## config.mk

```make
export PLATFORM = sky130hd
export DESIGN_NAME = id_ex_stage
export DESIGN_NICKNAME = d
export VERILOG_FILES = /design/src/rtl/id_ex_stage.sv
export SDC_FILE = /design/constraint.sdc
export NUM_CORES = 1
export LEC_CHECK = 0
export CAP_MARGIN = 20
export CORE_MARGIN = 2
export CORE_UTILIZATION = 48
export CTS_BUF_LIST = sky130_fd_sc_hd__clkbuf_16
export DETAILED_ROUTE_END_ITERATION = 10
export GPL_ROUTABILITY_DRIVEN = 1
export GPL_TIMING_DRIVEN = 0
export PLACE_DENSITY_LB_ADDON = 0.12
export SETUP_SLACK_MARGIN = 0.3
export SYNTH_ARGS = -nofsm -noshare
export SYNTH_HDL_FRONTEND = slang
export SYNTH_SLANG_ARGS = --single-unit
export TNS_END_PERCENT = 1
```

## constraint.sdc

```tcl
create_clock -name clk -period 5.8 [get_ports clk]
set_clock_uncertainty 0.05 [all_clocks]
set_input_delay 1.16 -clock clk [delete_from_list [all_inputs] [get_ports clk]]
set_output_delay 1.16 -clock clk [all_outputs]
set_load 0.005 [all_outputs]
```

## src/rtl/id_ex_stage.sv

```systemverilog
// id_ex_stage: ID/EX pipeline register in front of the ALU.
//   Holds one decoded instruction (valid bit only, no skid buffer) and resolves
//   EX/MEM and MEM/WB forwarding combinationally on the held source indices.
//   A load in the stage whose rd is read by the incoming instruction blocks
//   capture for one cycle. The load leaves and a bubble follows it. Every
//   hazard cycle is counted in a saturating stall counter.
// Ports:
//   clk, rst_n                    clock, asynchronous active-low reset
//   in_valid / in_ready           decode-side handshake
//   in_rs1_addr .. in_mem_read    decoded operands and control
//   flush                         squash the held and the incoming instruction
//   exmem_* / memwb_*             forwarding sources from later stages
//   out_valid / out_ready         EX-side handshake
//   operand1, operand2, alu_op    to the ALU
//   out_rd_addr, out_reg_write,
//   out_mem_read                  registered control for later stages
//   stall_cnt                     saturating count of load-use stall cycles
module id_ex_stage #(
  parameter int unsigned XLEN  = 32,
  parameter int unsigned RA_W  = 5,
  parameter int unsigned OP_W  = 3,
  parameter int unsigned CNT_W = 16
) (
  input  logic            clk,
  input  logic            rst_n,
  input  logic            in_valid,
  output logic            in_ready,
  input  logic [RA_W-1:0] in_rs1_addr,
  input  logic [RA_W-1:0] in_rs2_addr,
  input  logic [XLEN-1:0] in_rs1_data,
  input  logic [XLEN-1:0] in_rs2_data,
  input  logic [XLEN-1:0] in_imm,
  input  logic            in_use_imm,
  input  logic [OP_W-1:0] in_alu_op,
  input  logic [RA_W-1:0] in_rd_addr,
  input  logic            in_reg_write,
  input  logic            in_mem_read,
  input  logic            flush,
  input  logic [RA_W-1:0] exmem_rd,
  input  logic            exmem_wr,
  input  logic [XLEN-1:0] exmem_result,
  input  logic [RA_W-1:0] memwb_rd,
  input  logic            memwb_wr,
  input  logic [XLEN-1:0] memwb_result,
  output logic            out_valid,
  input  logic            out_ready,
  output logic [XLEN-1:0] operand1,
  output logic [XLEN-1:0] operand2,
  output logic [OP_W-1:0] alu_op,
  output logic [RA_W-1:0] out_rd_addr,
  output logic            out_reg_write,
  output logic            out_mem_read,
  output logic [CNT_W-1:0] stall_cnt
);

  logic            valid_q, valid_d;
  logic [RA_W-1:0] rs1_addr_q, rs2_addr_q, rd_addr_q;
  logic [XLEN-1:0] rs1_data_q, rs2_data_q, imm_q;
  logic            use_imm_q, reg_write_q, mem_read_q;
  logic [OP_W-1:0] alu_op_q;
  logic [CNT_W-1:0] stall_cnt_q, stall_cnt_d;

  logic hazard;
  logic capture;

  // EX/MEM has priority over MEM/WB; x0 is never forwarded.
  function automatic logic [XLEN-1:0] fwd(
    input logic [RA_W-1:0] rs,
    input logic [XLEN-1:0] held,
    input logic [RA_W-1:0] ex_rd,
    input logic            ex_wr,
    input logic [XLEN-1:0] ex_res,
    input logic [RA_W-1:0] wb_rd,
    input logic            wb_wr,
    input logic [XLEN-1:0] wb_res
  );
    logic [XLEN-1:0] r;
    r = held;
    if (ex_wr && (ex_rd != '0) && (ex_rd == rs)) begin
      r = ex_res;
    end else if (wb_wr && (wb_rd != '0) && (wb_rd == rs)) begin
      r = wb_res;
    end
    return r;
  endfunction

  always_comb begin
    hazard = valid_q && mem_read_q && (rd_addr_q != '0) && in_valid &&
             ((in_rs1_addr == rd_addr_q) || (!in_use_imm && (in_rs2_addr == rd_addr_q)));
    // During flush decode is always drained; the incoming instruction is dropped.
    in_ready = flush || ((!valid_q || out_ready) && !hazard);
    capture  = in_valid && in_ready && !flush;

    valid_d = valid_q;
    if (flush) begin
      valid_d = 1'b0;
    end else if (capture) begin
      valid_d = 1'b1;
    end else if (valid_q && out_ready) begin
      valid_d = 1'b0;
    end

    stall_cnt_d = stall_cnt_q;
    if (hazard && (stall_cnt_q != '1)) begin
      stall_cnt_d = stall_cnt_q + 1'b1;
    end
  end

  always_ff @(posedge clk or negedge rst_n) begin
    if (!rst_n) begin
      valid_q     <= 1'b0;
      rs1_addr_q  <= '0;
      rs2_addr_q  <= '0;
      rs1_data_q  <= '0;
      rs2_data_q  <= '0;
      imm_q       <= '0;
      use_imm_q   <= 1'b0;
      alu_op_q    <= '0;
      rd_addr_q   <= '0;
      reg_write_q <= 1'b0;
      mem_read_q  <= 1'b0;
      stall_cnt_q <= '0;
    end else begin
      valid_q     <= valid_d;
      stall_cnt_q <= stall_cnt_d;
      if (capture) begin
        rs1_addr_q  <= in_rs1_addr;
        rs2_addr_q  <= in_rs2_addr;
        rs1_data_q  <= in_rs1_data;
        rs2_data_q  <= in_rs2_data;
        imm_q       <= in_imm;
        use_imm_q   <= in_use_imm;
        alu_op_q    <= in_alu_op;
        rd_addr_q   <= in_rd_addr;
        reg_write_q <= in_reg_write;
        mem_read_q  <= in_mem_read;
      end
    end
  end

  always_comb begin
    operand1 = fwd(rs1_addr_q, rs1_data_q, exmem_rd, exmem_wr, exmem_result,
                   memwb_rd, memwb_wr, memwb_result);
    operand2 = use_imm_q ? imm_q :
               fwd(rs2_addr_q, rs2_data_q, exmem_rd, exmem_wr, exmem_result,
                   memwb_rd, memwb_wr, memwb_result);
  end

  assign out_valid     = valid_q;
  assign alu_op        = alu_op_q;
  assign out_rd_addr   = rd_addr_q;
  assign out_reg_write = reg_write_q;
  assign out_mem_read  = mem_read_q;
  assign stall_cnt     = stall_cnt_q;

endmodule

```

======== Word-level counts from Yosys, hierarchy flattened ========
Index checks and enable logic that the tools add are counted.
word-level totals
  memories ................................ 0
  register bits after elaboration ......... 134
  output and inout port bits .............. 92
  bits in read-only memories .............. 0
  bits in latches ......................... 0
  bits in writable memories ............... 0
operators by class
  reduce and logical (&&, ||, !) cells .... 27
  order comparisons ....................... 0
  multiply operators ...................... 0
  shift-type cells ........................ 0
  multiplexer cells ....................... 8
  div/mod/pow operators ................... 0
  eq/ne operators ......................... 7
  $add $sub $neg .......................... 1
  bitwise operators ....................... 0
operators by type and width
  kind                     number
  $mux W32                 5
  $eq A5 B5 Y1             6
  $add A16 B1 Y16 const B  1
  $logic_and A1 B1 Y1      16
  $ne A16 B16 Y1 const B   1
  $reduce_bool A5 Y1       3
  $logic_not A1 Y1         4
  $logic_or A1 B1 Y1       3
  $mux W1                  3
  $reduce_bool A3 Y1       1

======== Depth between registers and ports, before layout ========
  word-level depth ........................ 11
  depth in mapped cells ................... 8
  gate-level depth less buffers ........... 6

======== Least setup slack after synthesis ========
No wires, ideal clock.
  kind .................................... in2out
  start ................................... in memwb_rd[1]
  end ..................................... out operand1[10]
  data required time ...................... 4.590 ns
  cell stages on the path ................. 8
  slack ................................... 1.813 ns
  arrival ................................. 2.777 ns
  cell sequence ........................... or4_1 -> o21a_1 -> clkbuf_1 -> and4_1 -> clkbuf_1 -> buf_2 -> mux2i_1 -> a21oi_1
between the ends
  word-level cells in the longest chain between the ends .. 5
  elaborated cells on any way between the ends .. 6
  those cells by class .................... 1 x eq/ne; 2 x mux; 3 x reduce/logical
RTL lines
  element                RTL line  source
  start, declared        42        input logic [RA_W-1:0] memwb_rd,
  $reduce_bool A5 Y1     81        end else if (wb_wr && (wb_rd != '0) && (wb_rd == rs)) begin
  $logic_and A1 B1 Y1    81
  $logic_and A1 B1 Y1 *  81
  $mux W32 *             81
  $mux W32 *             79        if (ex_wr && (ex_rd != '0) && (ex_rd == rs)) begin
  end, declared          47        output logic [XLEN-1:0] operand1,
Mark *: on every way between the ends. The rest lies on a longest branch, timed or not.

======== Worst setup path after layout ========
  start ................................... in memwb_rd[2]
  end ..................................... out operand1[1]
The elaborated chain is that of the path after synthesis.

==> impl_metrics.tcl <==
set metrics [dict create \
    clk_pin_slew_ns 0.06 \
    worst-path-max-fanout 10 \
    area_growth_syn_to_layout_pct 50.38 \
    rsz0062_at_grt "yes" \
    die_area_um2 16270 \
    synth_seq_cells 134 \
    row_count 45 \
    yosysUniqueCellTypes 38 \
    worst_slew_pin_slew_ns 0.6524 \
    avgViaCountPerCell 5.635 \
    critical_path_class "in -> out" \
    grt_usage_pct 28.98 \
    critPathLaunchType "input pin" \
    cp_data_arrival_time_ns 4.19 \
    ir_drop_uv 209.9 \
    final_common_cell "clkdlybuf4s50_1" \
    drive_above_1_share_pct 14.01 \
    clk_latency_ns 0.42 \
    cts_buffer_depth 2 \
    yosysWarnings 0 \
    vias 6689 \
    synth_ff_type "dfrtp_1" \
    layout_setup_ws_ns 0.4031 \
    ys_seq_area_share_pct 45.76 \
    cts_hold_buf 0 \
    pre_cts_ws_ns 0.3100 \
    hold_violations 0 \
    slew-limit-headroom_pct 56.18 \
    dr.first_iter.drc_count 398 \
    cts_buffers 17 \
    routed_wl_mm 23.62 \
    placed_area_um2 10490 \
    synth_area_um2 7328 \
    port_buffers 289 \
    fp.dieW_um 127.6 \
    clock_sinks 134 \
    htreeDepth 4 \
    post_cts_buffers 0 \
    route.detailed.drc 0 \
    slew_viol_final 0 \
    cap_viol_max_count 0 \
    synthCells 677 \
    antenna_found_initial 0 \
    setup_violations 0 \
    layout_common_cells "clkdlybuf4s50_1, dfrtp_1, mux2_2, nor2_1" \
    postLayoutCellArea_um2 11020 \
    synth_edf_count 0 \
    grt_pass1_vias 6692 \
    hp-class "reg -> reg" \
    postSynthNetCount 876 \
    avgRoutedWirePerCell_um 19.90 \
    layout_min_cycle_time_ns 5.397 \
    final_nets 1185 \
    cts_tree "done" \
    endpoint_kind "output port" \
    power_mw 3.090 \
    grt_pass1_wl_mm 36.19 \
    core_um2 15030 \
    syn_avg_cell_area_um2 10.82 \
    fmax_mhz 185.3 \
    start_util_pct 48.75 \
    antenna_left 0 \
    num_antenna_cells 0 \
    grt_overflow 0 \
    required_ns 4.59 \
    status "finished clean" \
    root_buffer "clkbuf_16" \
    io_pins 290 \
    synthArstFlopShare_pct 100.0 \
    place.gp.congestion 0.8649 \
    hpwl_mm 17.44 \
    firstDrtPassIters 7 \
    die_h_um 127.6 \
    power_density_nw_per_um2 280.4 \
    power.leakage_nw 4.485 \
    period_share_pct 93.05 \
    grt_max_degree 73 \
]
-- state kept, by name, indices dropped and copies added, names as in the netlist --
register	count
out_valid	1
rs1_data_q	32
rs2_addr_q	5
imm_q	32
out_rd_addr	5
use_imm_q	1
out_reg_write	1
rs1_addr_q	5
out_mem_read	1
stall_cnt	16
alu_op	3
rs2_data_q	32
-- layout make-up --
class                      count  area, um^2
multi-input combinational    490        3740
sequential                   134        3353
timing repair buffer         290        2922
fill                        1105        4013
clock inverter                15       98.84
tap                          188       235.2
clock buffer                  17       425.4
inverter                       1       3.754
buffer                        52       242.7
-- stage by stage --
step / instances / TNS (ns) / hold slack, ns / utilization (%)
floorplan: 677 / 0 / 0.4080 / -
global placement: 1154 / -270.83 / 0.4177 / 69.55
detailed placement: 1155 / 0 / 0.4244 / 69.75
CTS: 1187 / 0 / 0.4426 / 73.26
global route: 1187 / 0 / 0.4543 / 73.31
finish: 1187 / 0 / 0.4410 / 73.31
-- synthesized netlist by cell type, types with 2 or more instances --
cell type  instances  share of area (%)
a21oi_1           33                2.3
a221oi_1          32                3.8
and3_1            39                3.3
and4_1             3               0.36
buf_2             15                1.0
buf_6              3               0.46
clkbuf_1          32                1.6
dfrtp_1          134                 46
mux2_1            30                4.6
mux2_2            88                 14
mux2i_1           32                4.4
nand2_1           39                2.0
nand2b_1           2               0.17
nand3_1           13               0.89
nand4_1            8               0.68
nor2_1            69                3.5
nor2b_1            2               0.17
nor3_1             5               0.34
o21a_1             2               0.20
o21ai_0            2               0.14
o31ai_1           32                3.3
or4_1              4               0.41
xnor2_1           33                3.9
xor2_1            11                1.3
-- path summary, 6_finish.rpt --
| kind | start | cells past startpoint | to | slack, ns |
|---|---|---|---|---|
| setup / recovery | memwb_rd[2] | 10 | operand1[1] | 0.40 |
| hold / removal | rs2_data_q[6] | 1 | rs2_data_q[6] | 0.44 |
| hold reg to reg | rs2_data_q[6] | 1 | rs2_data_q[6] | 0.44 |
| max in group asynchronous | rst_n | 2 | imm_q[31] | 4.25 |
| min in group asynchronous | rst_n | 1 | rs1_data_q[15] | 0.66 |
| setup reg to reg | out_rd_addr[1] | 7 | rs2_data_q[24] | 3.12 |
-- critical path: stages --
cell	delay (ns)
clkdlybuf4s50_1	0.49
or4_1	0.53
o21a_1	0.18
clkbuf_1	0.21
and4_1	0.21
clkbuf_1	0.18
buf_2	0.28
mux2i_1	0.17
a21oi_2	0.23
clkdlybuf4s50_1	0.53
-- power breakdown --
part	total [mW]	switching (mW)	internal [mW]
sequential	1.18	0.0960	1.08
combinational	0.938	0.365	0.573
clock	0.977	0.403	0.573
total	3.09	0.864	2.23
-- timing repair --
item / CTS / global route
gates resized for setup: 1 / 5
pin swaps: 0 / 0
setup endpoints to repair: 1 / 38
-- routing by layer --
layer / GRT usage [%] / wire [um] / vias to the layer above / part of all wire, %
met2: 46.37 / 11290 / 324 / 48
met1: 37.46 / 9812 / 3234 / 42
met4: 9.761 / 552 / 0 / 2.3
met3: 9.213 / 1958 / 42 / 8.3
li1: - / - / 3089 / -
met5: 0 / 0 / - / 0
-- logic make-up (layout without fill, tap and decap cells) --
kind of cell	after synthesis	in the layout	synth area share [%]
compound gates	107	107	10.71
xor+xnor	44	44	5.259
fa+ha+maj	1	1	0.1707
buf+inv	53	375	3.329
flops	134	134	45.76
mux	150	150	22.50
simple gates	188	188	12.28
Note: power is estimated with default switching activity, not from simulation.
